**src/rtl/mole_round_engine.sv**
```systemverilog
`default_nettype none
// +--------------------------------------------------------------------------+
// | Module   : mole_round_engine                                             |
// | Purpose  : Whack-a-mole round controller. Fetches SEQ_LEN-step mole      |
// |            patterns from the random source and shows one mole at a time. |
// |            It judges keypad presses against a per-step tick timeout and  |
// |            keeps round and hit counts for the game.                      |
// | Ports    : clk, reset (sync, active-high)                                |
// |            game_start           - start/restart pulse (IDLE/DONE only)   |
// |            pattern_data/_valid  - pattern in, pattern_ready handshake    |
// |            pattern_req          - 1-cycle request for a new pattern      |
// |            key_data/key_valid   - keypad code and strobe                 |
// |            mole_out/mole_valid  - current mole position                  |
// |            hit, miss            - 1-cycle judgement pulses               |
// |            round_count, hit_count, tick_count, game_end - status         |
// | Revision : 1.0 - initial release                                         |
// +--------------------------------------------------------------------------+
module mole_round_engine #(
  parameter int KEY_W         = 4,
  parameter int SEQ_LEN       = 8,
  parameter int TICK_DIV      = 5_000_000,
  parameter int TIMEOUT_TICKS = 3,
  parameter int ROUNDS        = 30,
  parameter int CNT_W         = 7,
  localparam int TICK_W       = $clog2(TIMEOUT_TICKS + 1)
) (
  input  logic                     clk,
  input  logic                     reset,
  input  logic                     game_start,
  input  logic [SEQ_LEN*KEY_W-1:0] pattern_data,
  input  logic                     pattern_valid,
  output logic                     pattern_ready,
  output logic                     pattern_req,
  input  logic [KEY_W-1:0]         key_data,
  input  logic                     key_valid,
  output logic [KEY_W-1:0]         mole_out,
  output logic                     mole_valid,
  output logic                     hit,
  output logic                     miss,
  output logic [CNT_W-1:0]         round_count,
  output logic [CNT_W-1:0]         hit_count,
  output logic [TICK_W-1:0]        tick_count,
  output logic                     game_end
);

  localparam int STEP_W = (SEQ_LEN > 1) ? $clog2(SEQ_LEN) : 1;
  localparam int PRE_W  = $clog2(TICK_DIV);

  localparam logic [STEP_W-1:0] LAST_STEP = STEP_W'(SEQ_LEN - 1);
  localparam logic [PRE_W-1:0]  PRE_LAST  = PRE_W'(TICK_DIV - 1);
  localparam logic [TICK_W-1:0] TICK_LAST = TICK_W'(TIMEOUT_TICKS - 1);
  localparam logic [CNT_W-1:0]  ROUNDS_C  = CNT_W'(ROUNDS);
  localparam logic [CNT_W-1:0]  CNT_MAX   = {CNT_W{1'b1}};

  typedef enum logic [1:0] {
    IDLE     = 2'd0,
    WAIT_PAT = 2'd1,
    SHOW     = 2'd2,
    DONE     = 2'd3
  } state_t;

  state_t                     state;
  logic [SEQ_LEN*KEY_W-1:0]   pattern;
  logic [STEP_W-1:0]          step;
  logic [PRE_W-1:0]           prescaler;

  logic [STEP_W-1:0]          step_nxt;
  logic [KEY_W-1:0]           next_mole;
  logic [CNT_W-1:0]           round_inc;
  logic [CNT_W-1:0]           hit_inc;
  logic                       timeout;

  assign step_nxt  = step + 1'b1;
  assign next_mole = pattern[step_nxt*KEY_W +: KEY_W];
  assign round_inc = (round_count == CNT_MAX) ? round_count : round_count + 1'b1;
  assign hit_inc   = (hit_count   == CNT_MAX) ? hit_count   : hit_count   + 1'b1;
  // The timeout is judged on the prescaler wrap that would carry tick_count
  // up to TIMEOUT_TICKS, so the miss pulse lands exactly TICK_DIV*TIMEOUT_TICKS
  // cycles after the mole appears. A key on that same cycle takes priority.
  assign timeout   = (prescaler == PRE_LAST) && (tick_count == TICK_LAST);

  always_ff @(posedge clk) begin
    if (reset) begin
      state         <= IDLE;
      pattern       <= '0;
      step          <= '0;
      prescaler     <= '0;
      tick_count    <= '0;
      mole_out      <= '0;
      mole_valid    <= 1'b0;
      pattern_ready <= 1'b0;
      pattern_req   <= 1'b0;
      hit           <= 1'b0;
      miss          <= 1'b0;
      round_count   <= '0;
      hit_count     <= '0;
      game_end      <= 1'b0;
    end else begin
      hit         <= 1'b0;
      miss        <= 1'b0;
      pattern_req <= 1'b0;

      case (state)
        IDLE, DONE: begin
          if (game_start) begin
            round_count   <= '0;
            hit_count     <= '0;
            game_end      <= 1'b0;
            pattern_req   <= 1'b1;
            pattern_ready <= 1'b1;
            state         <= WAIT_PAT;
          end
        end

        WAIT_PAT: begin
          if (pattern_valid) begin
            pattern       <= pattern_data;
            step          <= '0;
            prescaler     <= '0;
            tick_count    <= '0;
            mole_out      <= pattern_data[KEY_W-1:0];
            mole_valid    <= 1'b1;
            pattern_ready <= 1'b0;
            state         <= SHOW;
          end
        end

        SHOW: begin
          if (key_valid || timeout) begin
            if (key_valid && (key_data == mole_out)) begin
              hit       <= 1'b1;
              hit_count <= hit_inc;
            end else begin
              miss <= 1'b1;
            end
            round_count <= round_inc;
            prescaler   <= '0;
            tick_count  <= '0;
            if (round_inc == ROUNDS_C) begin
              game_end   <= 1'b1;
              mole_valid <= 1'b0;
              state      <= DONE;
            end else if (step == LAST_STEP) begin
              pattern_req   <= 1'b1;
              pattern_ready <= 1'b1;
              mole_valid    <= 1'b0;
              state         <= WAIT_PAT;
            end else begin
              step     <= step_nxt;
              mole_out <= next_mole;
            end
          end else if (prescaler == PRE_LAST) begin
            prescaler  <= '0;
            tick_count <= tick_count + 1'b1;
          end else begin
            prescaler <= prescaler + 1'b1;
          end
        end

        default: state <= IDLE;
      endcase
    end
  end

endmodule
`default_nettype wire

```
**config.mk**
```make
export PLATFORM = sky130hd
export DESIGN_NAME = mole_round_engine
export DESIGN_NICKNAME = d
export VERILOG_FILES = /design/src/rtl/mole_round_engine.sv
export SDC_FILE = /design/constraint.sdc
export NUM_CORES = 1
export LEC_CHECK = 0
export BUFFER_PORTS_ARGS = -buffer_cell sky130_fd_sc_hd__buf_2
export CORE_ASPECT_RATIO = 0.8
export CORE_UTILIZATION = 50
export DETAILED_ROUTE_END_ITERATION = 6
export PLACE_DENSITY_LB_ADDON = 0.05
export SETUP_SLACK_MARGIN = 0.3
export SLEW_MARGIN = 20
export SYNTH_ARGS = -nofsm -noshare
export SYNTH_HDL_FRONTEND = slang
export SYNTH_SLANG_ARGS = --single-unit
```
**constraint.sdc**
```tcl
create_clock -name clk -period 2.8 [get_ports clk]
set_input_delay 0.42 -clock clk [delete_from_list [all_inputs] [get_ports clk]]
set_output_delay 0.42 -clock clk [all_outputs]
set_load 0.02 [all_outputs]
```
Yosys cells after proc, flatten, opt, wreduce, memory -nomap -nowiden
Cells that the tools add are included.
Word-level totals
  register bits: 86
  word-level logic and storage cells: 115
  output and inout bits: 26
Cells by class
  bitwise operators: 2
  multiplexer cells: 54
  shifts and indexed selects: 1
  equal/unequal tests: 21
  reduce and logical (&&, ||, !) cells: 18
  $add $sub $neg: 5
Operators with widths (count)
  $mux W23: 3
  $pmux W23 S2: 1
  $mux W7: 6
  $shiftx A32 B6 Y4: 1
  $pmux W7 S2: 2
  $add A23 B1 Y23 const B: 1
  $eq A23 B23 Y1 const B: 1
  $mux W1: 18
  $ne A2 B2 Y1 const B: 9
  $mux W2: 8
  $mux W4: 4
  $reduce_and A5 Y1: 3
  $add A7 B1 Y7 const B: 2
  $eq A7 B7 Y1 const B: 2
  $mux W3: 4
  $reduce_and A4 Y1: 3
  $pmux W4 S2: 1
  $eq A7 B5 Y1 const B: 1
  $eq A2 B2 Y1 const B: 3
  $ne A3 B3 Y1 const B: 2
  $pmux W1 S2: 3
  $pmux W2 S3: 1
  $pmux W3 S2: 1
  $reduce_and A3 Y1: 2
  15 further kinds: 19

Depth between registers and ports, before layout
Gate-level depths: netlist (run 1).
  word-level depth: 6
  mapped depth: 9

Least setup slack after synthesis (run 1)
Ideal clock, no wire load.
  path type: reg-to-reg
  start point: reg state[0]
  end point: reg round_count[2]
  buffers on the path: 2
  required time: 2.669 ns
  arrival: 1.929 ns
  library setup time: 0.131 ns
  stages on the path, launching flop included: 9
  setup slack: 0.739 ns
  cell sequence: dfxtp_1 -> inv_1 -> ha_1 -> and2b_1 -> or2_2 -> buf_2 -> o21ai_0 -> clkbuf_1 -> nor3_1
Between the ends
  word-level cells in the longest chain between the ends: 4
Ends and longest elaborated chain
  start: declaration: RTL line 62  | state_t state;
  start signal: assignment: RTL line 84  | state <= IDLE;
  start signal: assignment: RTL line 111  | state <= WAIT_PAT;
  start signal: assignment: RTL line 124  | state <= SHOW;
  $eq A2 B2 Y1 / $logic_not A2 Y1 (equally long branches): RTL line 103  | case (state)
  $reduce_or A2 Y1: RTL line 103
  $ne A2 B2 Y1 (no line) / $reduce_bool A2 Y1 (equally long branches)
  $reduce_and A3 Y1 (no line)
  end signal: assignment: RTL line 136  | round_count <= round_inc;
  end: declaration: RTL line 40  | output logic [CNT_W-1:0] round_count,
Parallel ways exist; a longest one is shown, timed or not.
A chain may end at the register's enable or synchronous reset.

Final worst setup path (run 1)
  start point: reg state[0]
  end point: reg prescaler[19]
Between the ends
  word-level cells in the longest chain between the ends: 3
Ends and longest elaborated chain
  $eq A2 B1 Y1 / $eq A2 B2 Y1 (equally long branches): RTL line 103
  $ne A2 B2 Y1 (no line) / $reduce_bool A2 Y1 (equally long branches)
  $reduce_and A2 Y1 (no line)
  end signal: assignment: RTL line 156  | prescaler <= prescaler + 1'b1;
  end: declaration: RTL line 65  | logic [PRE_W-1:0] prescaler;
Parallel ways exist; a longest one is shown, timed or not.

==> results of run 1 <==
-- kinds of logic (layout without fill, tap and decap cells) --
group / after synthesis / after routing / share of synthesized area [%]
flops: 86 / 86 / 40.78
mux: 18 / 18 / 6.757
buf+inv: 33 / 98 / 3.319
xor+xnor: 29 / 29 / 6.017
compound gates: 85 / 85 / 12.92
simple gates: 231 / 231 / 27.53
fa+ha+maj: 9 / 9 / 2.668
-- synth_stat cells (4+ instances only) --
master	instances	area [µm²]
sky130_fd_sc_hd__nand2b_1	4	25.02
sky130_fd_sc_hd__mux2i_1	8	80.08
sky130_fd_sc_hd__o21ai_1	5	25.02
sky130_fd_sc_hd__nand4_1	13	81.33
sky130_fd_sc_hd__dfxtp_1	86	1722
sky130_fd_sc_hd__and3_1	6	37.54
sky130_fd_sc_hd__a31oi_1	4	25.02
sky130_fd_sc_hd__ha_1	9	112.6
sky130_fd_sc_hd__nand2_1	98	367.9
sky130_fd_sc_hd__xnor2_1	13	113.9
sky130_fd_sc_hd__o21ai_0	4	20.02
sky130_fd_sc_hd__a21oi_1	47	235.2
sky130_fd_sc_hd__nand3_1	13	65.06
sky130_fd_sc_hd__nor2_1	47	176.4
sky130_fd_sc_hd__mux4_2	8	180.2
sky130_fd_sc_hd__nor3_1	6	30.03
sky130_fd_sc_hd__clkbuf_1	18	67.56
sky130_fd_sc_hd__nor2_2	4	25.02
sky130_fd_sc_hd__buf_2	7	35.03
sky130_fd_sc_hd__nor4_1	4	25.02
sky130_fd_sc_hd__inv_1	7	26.28
sky130_fd_sc_hd__xor2_1	16	140.1
-- cell type report --
| class | count | share of cell area [%] |
|---|---|---|
| clock buffer | 11 | 2.720 |
| sequential | 86 | 35.64 |
| clock inverter | 5 | 1.217 |
| inverter | 7 | 0.5439 |
| tap | 108 | 2.797 |
| timing repair buffer | 75 | 8.236 |
| multi-input combinational | 372 | 48.85 |
-- state kept, by name (all words and copies together) (netlist names) --
| signal | cells |
|---|---|
| game_end | 1 |
| hit | 1 |
| hit_count | 7 |
| miss | 1 |
| mole_out | 4 |
| mole_valid | 1 |
| pattern | 32 |
| pattern_ready | 1 |
| pattern_req | 1 |
| prescaler | 23 |
| round_count | 7 |
| state | 2 |
| step | 3 |
| tick_count | 2 |
-- worst min-delay path, cell delays in order --
cell                      delay [ps]
sky130_fd_sc_hd__buf_2            90
sky130_fd_sc_hd__nand2_1          40
sky130_fd_sc_hd__a21oi_1          50
-- worst max-delay path by stage --
stage	startpoint	end	depth (start not counted)
2_1_floorplan	state[0]	round_count[2]	8
3_3_place_gp	state[0]	prescaler[19]	8
3_5_place_dp	state[0]	prescaler[21]	8
4_1_cts	state[0]	prescaler[19]	8
5_1_grt	state[0]	prescaler[19]	8
6_report	state[0]	prescaler[19]	8
-- through the flow --
step / power (mW) / setup WS [ps]
2_1_floorplan: 2.321 / 739.4
3_3_place_gp: 2.590 / 592.5
3_5_place_dp: 2.607 / 599.1
4_1_cts: 3.471 / 573.6
5_1_grt: 3.678 / 373.9
6_report: 3.449 / 564.1
-- per-layer routing --
metal,vias up,wire length (µm),GRT usage (%)
met5,-,0,0
met4,0,74,5.122
met3,12,403,5.901
met2,79,4011,33.23
met1,1693,4870,31.67
li1,1835,-,-
-- power groups by stage --
stage,Combinational (mW),Clock (mW),Sequential (mW)
final,1.13,0.862,1.45
after global routing,1.26,0.943,1.47
after CTS,1.13,0.886,1.45
after detailed placement,1.13,0,1.48
after global placement,1.12,0,1.47
after floorplan,0.810,0,1.51
==> reports/metrics.json, run 1 <==
{
  "syn-num-nets": {"value": 541},
  "post_route_cells_drive_above_1_share": {"value": 21.94, "unit": "%"},
  "placed_cells_incl_taps": {"value": 648},
  "worst_ir_drop_vdd": {"value": 0.3453, "unit": "mV"},
  "insertedDiodeCount": {"value": 0},
  "port_buffers": {"value": 66},
  "synth-edff-count": {"value": 0},
  "postLayoutCoreUtil": {"value": 59.97, "unit": "%"},
  "setup_viol_count_final": {"value": 0},
  "ys_warn_count": {"value": 0},
  "die_y": {"value": 84.19, "unit": "µm"},
  "synth.ff_latch_count": {"value": 86},
  "postRouteAntennaNets": {"value": 0},
  "cts.hold.buffers_added": {"value": 0},
  "final-seq-area": {"value": 0.001722, "unit": "mm²"},
  "most_common_cell_after_layout_fill_and_taps_aside": {"value": "sky130_fd_sc_hd__nand2_1"},
  "crit_path_start_kind": {"value": "flip-flop"},
  "path_cells": {"value": "inv_1 -> ha_1 -> mux2i_2 -> nor4b_4 -> and3_4 -> nand3_1 -> xor2_1 -> nor2_2"},
  "globalRouteTotalUtil": {"value": 22.08, "unit": "%"},
  "dr_total_vias": {"value": 3619},
  "timing.final.crit_period": {"value": 2236, "unit": "ps"},
  "rsz0062_at_grt": {"value": "false"},
  "setup_tns_after_final_layout": {"value": 0, "unit": "ps"},
  "worst_hold_path_type": {"value": "primary input to flip-flop"},
  "die_area": {"value": 0.008817, "unit": "mm²"},
  "worst_r2r_end": {"value": "prescaler[19]"},
  "drt_pre_antenna_iters": {"value": 4},
  "critical_path.n_buffers_inverters": {"value": 1},
  "fin_crit_sh": {"value": 79.85, "unit": "%"},
  "share_comb_of_total_power": {"value": 32.9, "unit": "%"},
  "gp_routability_congestion": {"value": 0.8378},
  "synth_ff_type": {"value": "sky130_fd_sc_hd__dfxtp_1"},
  "grt_pass1_vias": {"value": 3335},
  "insertion_delay": {"value": 360, "unit": "ps"},
  "synthArstFlopShare": {"value": 0, "unit": "%"},
  "share_of_synthesized_area_occupied_by_flip_flops_and_latches": {"value": 40.78, "unit": "%"},
  "worst_ep_required_time": {"value": 3050, "unit": "ps"},
  "post-cts-setup-buffers": {"value": 0},
  "p_sw_share": {"value": 36.53, "unit": "%"},
  "first_iter_violations": {"value": 140},
  "post_layout_nonfiller_instances": {"value": 664},
  "slowest_delay": {"value": 460, "unit": "ps"},
  "drv.max_cap_violation_count": {"value": 0},
  "syn-cell-area": {"value": 0.004222, "unit": "mm²"},
  "power_frac_clock": {"value": 25.0, "unit": "%"},
  "fp-row-count": {"value": 29},
  "global_route_wire_length_before_repair": {"value": 15600, "unit": "µm"},
  "net-switching-power": {"value": 1.260, "unit": "mW"},
  "min_delay_worst_endpoint": {"value": "pattern[9]"},
  "minimum_setup_slack_among_reg_to_reg_paths": {"value": 560, "unit": "ps"},
  "worst_pin_slew": {"value": 509.1, "unit": "ps"},
  "routed_wire_length_per_instance": {"value": 14.10, "unit": "µm"},
  "outcome": {"value": "complete, no violations"},
  "number_of_i_o_pins": {"value": 67},
  "highest_count_cells_in_the_layout_ignoring_fill_and_taps": {"value": "98 x sky130_fd_sc_hd__nand2_1, 86 x sky130_fd_sc_hd__dfxtp_1, 66 x sky130_fd_sc_hd__buf_2"},
  "hold_path_depth": {"value": 3},
  "drt_drc_violations_left": {"value": 0},
  "clock-root-buffer": {"value": "sky130_fd_sc_hd__clkbuf_8"},
  "synthesis.instances": {"value": 491},
  "vias_per_cell": {"value": 5.450},
  "tritoncts": {"value": "yes"},
  "final_net_count": {"value": 601},
  "horiz_die_dim": {"value": 104.7, "unit": "µm"},
  "seq_power_share": {"value": 42.1, "unit": "%"},
  "antenna_found_initial": {"value": 0},
  "p_int": {"value": 2.189, "unit": "mW"},
  "numCtsBuffers": {"value": 9},
  "critical_path.slowest_cell": {"value": "sky130_fd_sc_hd__nor4b_4"},
  "post_cts_resized": {"value": 0},
  "clock-skew-final": {"value": 10.82, "unit": "ps"},
  "critPathArrivalTime": {"value": 2490, "unit": "ps"},
  "synth.avg_cell_area": {"value": 8.598, "unit": "µm²"},
  "r2r-start": {"value": "state[0]"},
  "number_of_endpoints_with_negative_hold_slack_in_the_final_report": {"value": 0},
  "hp-start": {"value": "pattern_data[9]"},
  "multi_input_comb_area": {"value": 0.002360, "unit": "mm²"},
  "whs": {"value": 285.1, "unit": "ps"},
  "dpl-instance-area": {"value": 0.004641, "unit": "mm²"},
  "fmax": {"value": 447.2, "unit": "MHz"},
  "final_max_slew_viol_count": {"value": 0},
  "cts.sink_count": {"value": 86},
  "drt_wl_total": {"value": 9360, "unit": "µm"},
  "pin_count_of_the_biggest_net_entering_global_routing": {"value": 47},
  "start_util": {"value": 52.41, "unit": "%"},
  "clk_slew_on_worst_s_h_paths": {"value": 90, "unit": "ps"},
  "timing_worst_setup_path_type": {"value": "flip-flop to flip-flop"},
  "power_density": {"value": 713.8, "unit": "mW/mm²"},
  "detailedPlacementHpwl": {"value": 6744, "unit": "µm"},
  "leakage": {"value": 1.794, "unit": "nW"},
  "worst_setup_path_end_kind": {"value": "flip-flop"},
  "critical_path.max_fanout": {"value": 11},
  "floorplan.core_area": {"value": 0.008055, "unit": "mm²"},
  "reg2reg_depth": {"value": 8},
  "grt_overflow_total": {"value": 0},
  "final_design_area_no_fill": {"value": 0.004831, "unit": "mm²"},
  "filler_cell_count": {"value": 752},
  "path_delay_family": {"value": "simple AND/OR/NAND/NOR gates"},
  "clock_tree.buffer_depth": {"value": 2},
  "synthToLayoutAreaGrowth": {"value": 14.43, "unit": "%"},
  "synthDistinctLibCells": {"value": 65},
  "max_slew_margin": {"value": 65.39, "unit": "%"},
  "cts.htree.levels": {"value": 3}
}
(Power assumes the default switching activity.)
==> run 2: changes to the inputs <==
clock period = 2.29 ns   (was 2.8 ns; I/O delays follow)
==> run 2 against run 1 <==
Final cell count up 2.9%. First-iteration DRC count up 23%. Register-to-register slack worse by 230 ps. Sequential power up 25%.
==> reports/metrics.json, run 2 (same netlist as run 1, synthesis figures left out) <==
{
  "grt_overflow_total": {"value": 0},
  "share_comb_of_total_power": {"value": 38.5, "unit": "%"},
  "path_cells": {"value": "inv_2 -> ha_4 -> and2b_2 -> or2_4 -> o21ai_2 -> buf_4 -> or4_1 -> nand2_1"},
  "insertedDiodeCount": {"value": 0},
  "fp-row-count": {"value": 29},
  "highest_count_cells_in_the_layout_ignoring_fill_and_taps": {"value": "96 x sky130_fd_sc_hd__nand2_1, 75 x sky130_fd_sc_hd__dfxtp_1, 66 x sky130_fd_sc_hd__buf_2"},
  "grt_pass1_vias": {"value": 3400},
  "largest_register_ffs": {"value": 32},
  "clock_tree.buffer_depth": {"value": 2},
  "p_total": {"value": 4.744, "unit": "mW"},
  "setup_viol_count_final": {"value": 0},
  "cts.htree.levels": {"value": 3},
  "max_slew_margin": {"value": 64.69, "unit": "%"},
  "die_area": {"value": 0.008817, "unit": "mm²"},
  "die_y": {"value": 84.19, "unit": "µm"},
  "p_sw_share": {"value": 36.39, "unit": "%"},
  "final_net_count": {"value": 621},
  "dr_total_vias": {"value": 3743},
  "topRoutingLayerUsed": {"value": "met4"},
  "horiz_die_dim": {"value": 104.7, "unit": "µm"},
  "slowest_delay": {"value": 500, "unit": "ps"},
  "seq_power_share": {"value": 38.1, "unit": "%"},
  "route.met2.wl": {"value": 4676, "unit": "µm"},
  "start_util": {"value": 52.41, "unit": "%"},
  "timing_worst_setup_path_type": {"value": "flip-flop to flip-flop"},
  "drt_pre_antenna_iters": {"value": 4},
  "post_layout_nonfiller_instances": {"value": 683},
  "net-switching-power": {"value": 1.726, "unit": "mW"},
  "largestRegisters": {"value": "pattern: 32 flops, prescaler: 23 flops"},
  "pin_count_of_the_biggest_net_entering_global_routing": {"value": 47},
  "fin_crit_sh": {"value": 85.35, "unit": "%"},
  "post_route_cells_drive_above_1_share": {"value": 32.35, "unit": "%"},
  "critical_path.max_fanout": {"value": 6},
  "clock-skew-final": {"value": 8.550, "unit": "ps"},
  "number_of_i_o_pins": {"value": 67},
  "gp_routability_congestion": {"value": 0.8178},
  "antenna_found_initial": {"value": 0},
  "outcome": {"value": "complete, no violations"},
  "placed_cells_incl_taps": {"value": 653},
  "p_int": {"value": 3.018, "unit": "mW"},
  "worst_ir_drop_vdd": {"value": 0.5643, "unit": "mV"},
  "detailedPlacementHpwl": {"value": 6945, "unit": "µm"},
  "numCtsBuffers": {"value": 9},
  "worst_ep_required_time": {"value": 2600, "unit": "ps"},
  "drv.max_cap_violation_count": {"value": 0},
  "postLayoutCoreUtil": {"value": 65.28, "unit": "%"},
  "tritoncts": {"value": "yes"},
  "final_max_slew_viol_count": {"value": 0},
  "drt_drc_violations_left": {"value": 0},
  "leakage": {"value": 1.938, "unit": "nW"},
  "worst_setup_path_end_kind": {"value": "flip-flop"},
  "crit_path_start_kind": {"value": "flip-flop"},
  "first_iter_violations": {"value": 172},
  "global_route_wire_length_before_repair": {"value": 16330, "unit": "µm"},
  "worst_hold_path_type": {"value": "primary input to flip-flop"},
  "power_frac_clock": {"value": 23.4, "unit": "%"},
  "floorplan.core_area": {"value": 0.008055, "unit": "mm²"},
  "clock-root-buffer": {"value": "sky130_fd_sc_hd__clkbuf_8"},
  "setup_tns_after_final_layout": {"value": 0, "unit": "ps"},
  "number_of_endpoints_with_negative_hold_slack_in_the_final_report": {"value": 0},
  "most_common_cell_after_layout_fill_and_taps_aside": {"value": "sky130_fd_sc_hd__nand2_1"},
  "cts.hold.buffers_added": {"value": 0},
  "worst_pin_slew": {"value": 525.5, "unit": "ps"},
  "critPathArrivalTime": {"value": 2260, "unit": "ps"},
  "detailroute.wirelength.met3": {"value": 388, "unit": "µm"},
  "routed_wire_length_per_instance": {"value": 14.91, "unit": "µm"},
  "whs": {"value": 214.6, "unit": "ps"},
  "wl_met1": {"value": 5009, "unit": "µm"},
  "fmax": {"value": 511.6, "unit": "MHz"},
  "postRouteAntennaNets": {"value": 0},
  "filler_cell_count": {"value": 734},
  "minimum_setup_slack_among_reg_to_reg_paths": {"value": 340, "unit": "ps"},
  "cts.sink_count": {"value": 86},
  "power_density": {"value": 902.2, "unit": "mW/mm²"},
  "synthToLayoutAreaGrowth": {"value": 24.57, "unit": "%"},
  "clk_slew_on_worst_s_h_paths": {"value": 90, "unit": "ps"},
  "registers.top_by_ff_count": {"value": "pattern"},
  "critical_path.slowest_cell": {"value": "sky130_fd_sc_hd__or4_1"},
  "drt_wl_total": {"value": 10190, "unit": "µm"},
  "port_buffers": {"value": 66},
  "globalRouteTotalUtil": {"value": 23.17, "unit": "%"},
  "timing.final.crit_period": {"value": 1955, "unit": "ps"},
  "vias_per_cell": {"value": 5.480},
  "rsz0062_at_grt": {"value": "true"},
  "insertion_delay": {"value": 350, "unit": "ps"}
}
## run 2: changes by cell type in the layout (fill, tap and decap cells not counted), moves of 3 or more
cell / before / now
sky130_fd_sc_hd__o21ai_2: 0 / 4
sky130_fd_sc_hd__ha_1: 9 / 3
sky130_fd_sc_hd__dfxtp_4: 0 / 3
sky130_fd_sc_hd__inv_1: 7 / 4
sky130_fd_sc_hd__ha_4: 0 / 5
sky130_fd_sc_hd__dfxtp_2: 0 / 8
sky130_fd_sc_hd__inv_2: 0 / 3
sky130_fd_sc_hd__nor2_1: 47 / 44
sky130_fd_sc_hd__buf_4: 9 / 25
sky130_fd_sc_hd__dfxtp_1: 86 / 75
## run 2: layout make-up
type / count / area, µm² / area share (%)
timing repair buffer: 95 / 571.8 / 10.87
clock buffer: 11 / 151.4 / 2.879
sequential: 86 / 1743 / 33.14
clock inverter: 4 / 55.05 / 1.047
tap: 108 / 135.1 / 2.570
inverter: 7 / 26.28 / 0.4996
multi-input combinational: 372 / 2576 / 48.99
## run 2: power groups by stage
| stage | combinational (mW) | clock (mW) | sequential, mW |
|---|---|---|---|
| 2_1_floorplan | 0.993 | 0 | 1.85 |
| 6_report | 1.83 | 1.11 | 1.81 |
| 4_1_cts | 1.53 | 1.13 | 1.78 |
| 5_1_grt | 1.99 | 1.19 | 1.83 |
| 3_3_place_gp | 1.43 | 0 | 1.80 |
| 3_5_place_dp | 1.47 | 0 | 1.81 |
## run 2: routing by layer
layer | global-route usage, % | vias up
met5 | 0 | -
met4 | 6.914 | 0
met3 | 3.649 | 10
met2 | 36.60 | 81
met1 | 32.87 | 1775
li1 | - | 1877
## run 2: through the flow
| stage | area [µm²] | setup WS, ps |
|---|---|---|
| 2_1_floorplan | 4225 | 319.7 |
| 3_5_place_dp | 4693 | 151.1 |
| 4_1_cts | 4987 | 266.8 |
| 5_1_grt | 5259 | 209.3 |
| 3_3_place_gp | 4693 | 242.8 |
| 6_report | 5259 | 335.5 |
## run 2: critical path, delay by kind of cell (launching register included)
family | cells | cell delay, ps
simple gates | 4 | 1010
compound gates | 1 | 80
flops | 1 | 350
fa+ha+maj | 1 | 260
buf+inv | 2 | 210
## run 2: worst paths after layout
check                                      start           end  cells past startpoint
worst max register to register          state[0]  hit_count[4]                      8
worst min-delay path            pattern_data[18]   pattern[18]                      3
worst min register to register        pattern[6]    pattern[6]                      2
worst max-delay path                    state[0]  hit_count[4]                      8
## run 2: repair_timing
action / CTS / global route
pin swaps: 9 / 15
gates cloned: 0 / 1
setup endpoints to repair: 26 / 27
setup buffers: 5 / 9
gates resized for setup: 18 / 43
==> run 3: changes to the inputs <==
CORE_UTILIZATION = 46   (was 50)
==> run 3 against run 2 <==
Design area decreased by 0.12%. Clock power up 19%. Setup slack improved by 21 ps. Utilization down 5.0 points. Total power up 1.9%. Global-route usage fell by 0.66 points. Non-clock buffer count is 5 lower. Clock skew decreased by 2.7 ps. Largest power group is now registers.
==> reports/metrics.json, run 3 (same netlist as run 1, synthesis figures left out) <==
{
  "floorplan.core_area": {"value": 0.008708, "unit": "mm²"},
  "registers.top_by_ff_count": {"value": "pattern"},
  "postRouteAntennaNets": {"value": 0},
  "most_common_cell_after_layout_fill_and_taps_aside": {"value": "sky130_fd_sc_hd__nand2_1"},
  "start_util": {"value": 48.48, "unit": "%"},
  "hp-start": {"value": "pattern_data[10]"},
  "rsz0062_at_grt": {"value": "true"},
  "wl_met1": {"value": 5196, "unit": "µm"},
  "pin_count_of_the_biggest_net_entering_global_routing": {"value": 47},
  "grt_pass1_vias": {"value": 3394},
  "timing_worst_setup_path_type": {"value": "flip-flop to flip-flop"},
  "critPathArrivalTime": {"value": 2160, "unit": "ps"},
  "highest_count_cells_in_the_layout_ignoring_fill_and_taps": {"value": "96 x sky130_fd_sc_hd__nand2_1, 78 x sky130_fd_sc_hd__dfxtp_1, 67 x sky130_fd_sc_hd__buf_2"},
  "drt_wl_total": {"value": 10390, "unit": "µm"},
  "fp-row-count": {"value": 30},
  "globalRouteTotalUtil": {"value": 22.50, "unit": "%"},
  "dpl-instance-area": {"value": 0.004691, "unit": "mm²"},
  "max_slew_margin": {"value": 54.13, "unit": "%"},
  "grt_overflow_total": {"value": 0},
  "tritoncts": {"value": "yes"},
  "leakage": {"value": 1.939, "unit": "nW"},
  "topRoutingLayerUsed": {"value": "met4"},
  "final_design_area_no_fill": {"value": 0.005253, "unit": "mm²"},
  "port_buffers": {"value": 66},
  "drv.max_cap_violation_count": {"value": 0},
  "worst_setup_path_startpoint": {"value": "prescaler[1]"},
  "multi_input_comb_area": {"value": 0.002546, "unit": "mm²"},
  "r2r-start": {"value": "prescaler[1]"},
  "setup_tns_after_final_layout": {"value": 0, "unit": "ps"},
  "slowest_delay": {"value": 360, "unit": "ps"},
  "fmax": {"value": 517.2, "unit": "MHz"},
  "vias_per_cell": {"value": 5.509},
  "worst_setup_path_end_kind": {"value": "flip-flop"},
  "crit_path_start_kind": {"value": "flip-flop"},
  "cts.sink_count": {"value": 86},
  "power_density": {"value": 920.0, "unit": "mW/mm²"},
  "dr_total_vias": {"value": 3757},
  "first_iter_violations": {"value": 215},
  "die_y": {"value": 87.69, "unit": "µm"},
  "die_area": {"value": 0.009567, "unit": "mm²"},
  "detailroute.wirelength.met3": {"value": 483, "unit": "µm"},
  "drt_pre_antenna_iters": {"value": 4},
  "clock_tree.buffer_depth": {"value": 2},
  "number_of_endpoints_with_negative_hold_slack_in_the_final_report": {"value": 0},
  "fin_crit_sh": {"value": 84.44, "unit": "%"},
  "clk_slew_on_worst_s_h_paths": {"value": 60, "unit": "ps"},
  "worst_hold_path_type": {"value": "primary input to flip-flop"},
  "number_of_i_o_pins": {"value": 67},
  "largestRegisters": {"value": "pattern: 32 flops, prescaler: 23 flops"},
  "final_max_slew_viol_count": {"value": 0},
  "horiz_die_dim": {"value": 109.1, "unit": "µm"},
  "critical_path.max_fanout": {"value": 8},
  "outcome": {"value": "complete, no violations"},
  "gp_routability_congestion": {"value": 0.8998},
  "insertedDiodeCount": {"value": 0},
  "cts.hold.buffers_added": {"value": 0},
  "detailedPlacementHpwl": {"value": 7150, "unit": "µm"},
  "filler_cell_count": {"value": 797},
  "worst_pin_slew": {"value": 682.8, "unit": "ps"},
  "setup_viol_count_final": {"value": 0},
  "numCtsBuffers": {"value": 9},
  "worst_ir_drop_vdd": {"value": 0.6610, "unit": "mV"},
  "timing.final.crit_period": {"value": 1934, "unit": "ps"},
  "critical_path.slowest_cell": {"value": "sky130_fd_sc_hd__dfxtp_4"},
  "cts.htree.levels": {"value": 3},
  "drt_drc_violations_left": {"value": 0},
  "antenna_found_initial": {"value": 0},
  "synthToLayoutAreaGrowth": {"value": 24.42, "unit": "%"},
  "final_net_count": {"value": 616},
  "final-seq-area": {"value": 0.001742, "unit": "mm²"},
  "global_route_wire_length_before_repair": {"value": 16610, "unit": "µm"},
  "largest_register_ffs": {"value": 32},
  "path_cells": {"value": "ha_4 -> nor4b_4 -> and4bb_2 -> a31oi_4 -> nor4b_2 -> mux2i_1 -> nor2_1"},
  "routed_wire_length_per_instance": {"value": 15.23, "unit": "µm"},
  "route.met2.wl": {"value": 4584, "unit": "µm"},
  "clock-skew-final": {"value": 5.869, "unit": "ps"},
  "clock-root-buffer": {"value": "sky130_fd_sc_hd__clkbuf_16"},
  "post_route_cells_drive_above_1_share": {"value": 29.47, "unit": "%"},
  "insertion_delay": {"value": 340, "unit": "ps"},
  "worst_ep_required_time": {"value": 2520, "unit": "ps"}
}
-- run 3: cell types whose count changed in the layout (fill, tap and decap cells not counted), sizes merged --
cell,previous run,this run
buf,94,90
bufinv,1,0
clkdlybuf4s15,1,0
clkinv,1,4
clkinvlp,1,0
inv,8,7
-- run 3: timing repair --
| action | in CTS | in global routing |
|---|---|---|
| cloned | 1 | 0 |
| pin swaps | 6 | 18 |
| setup buffers | 2 | 8 |
| gates resized for setup | 13 | 42 |
| setup endpoints to repair | 25 | 51 |
-- run 3: worst paths after layout --
| check | to | slack [ps] | cells after the start |
|---|---|---|---|
| hold reg to reg | pattern_ready | 440 | 2 |
| setup reg to reg | round_count[4] | 360 | 7 |
| setup / recovery | round_count[4] | 360 | 7 |
| hold / removal | pattern[10] | 240 | 3 |
-- run 3: through the flow --
step | cells | power [mW] | hold slack [ps] | utilization [%] | setup slack, ps
after CTS | 674 | 4.664 | 228.5 | 57.89 | 254.7
after global placement | 656 | 3.237 | 441.1 | 53.86 | 244.0
after floorplan | 491 | 2.842 | 432.7 | - | 319.7
final | 682 | 4.833 | 238.0 | 60.32 | 356.4
after global routing | 682 | 5.117 | 232.7 | 60.32 | 247.6
after detailed placement | 656 | 3.269 | 438.9 | 53.86 | 153.1
-- run 3: power breakdown --
part           total (mW)  switching (mW)  internal [mW]
Combinational        1.71            1.02          0.691
Sequential           1.80           0.125           1.68
Clock                1.32           0.568          0.754
-- run 3: final cells by class --
type                       instances  area share [%]
inverter                           7          0.5002
multi-input combinational        372           48.48
clock buffer                      11           4.621
tap                              112           2.668
sequential                        86           33.16
timing repair buffer              90           10.12
clock inverter                     4          0.4526
-- run 3: routing by layer --
| metal | vias up | track usage, % |
|---|---|---|
| met3 | 13 | 4.985 |
| met4 | 0 | 6.757 |
| met5 | - | 0 |
| met2 | 112 | 34.19 |
| met1 | 1768 | 31.85 |
| li1 | 1864 | - |
-- run 3: worst max-delay path: cells and delay by family (launching register included) --
| kind | cells | cell delay, ps |
|---|---|---|
| AOI/OAI and AO/OA | 1 | 210 |
| DFF | 1 | 360 |
| and+or+nand+nor | 4 | 900 |
| adders and majority gates | 1 | 150 |
| muxes | 1 | 210 |
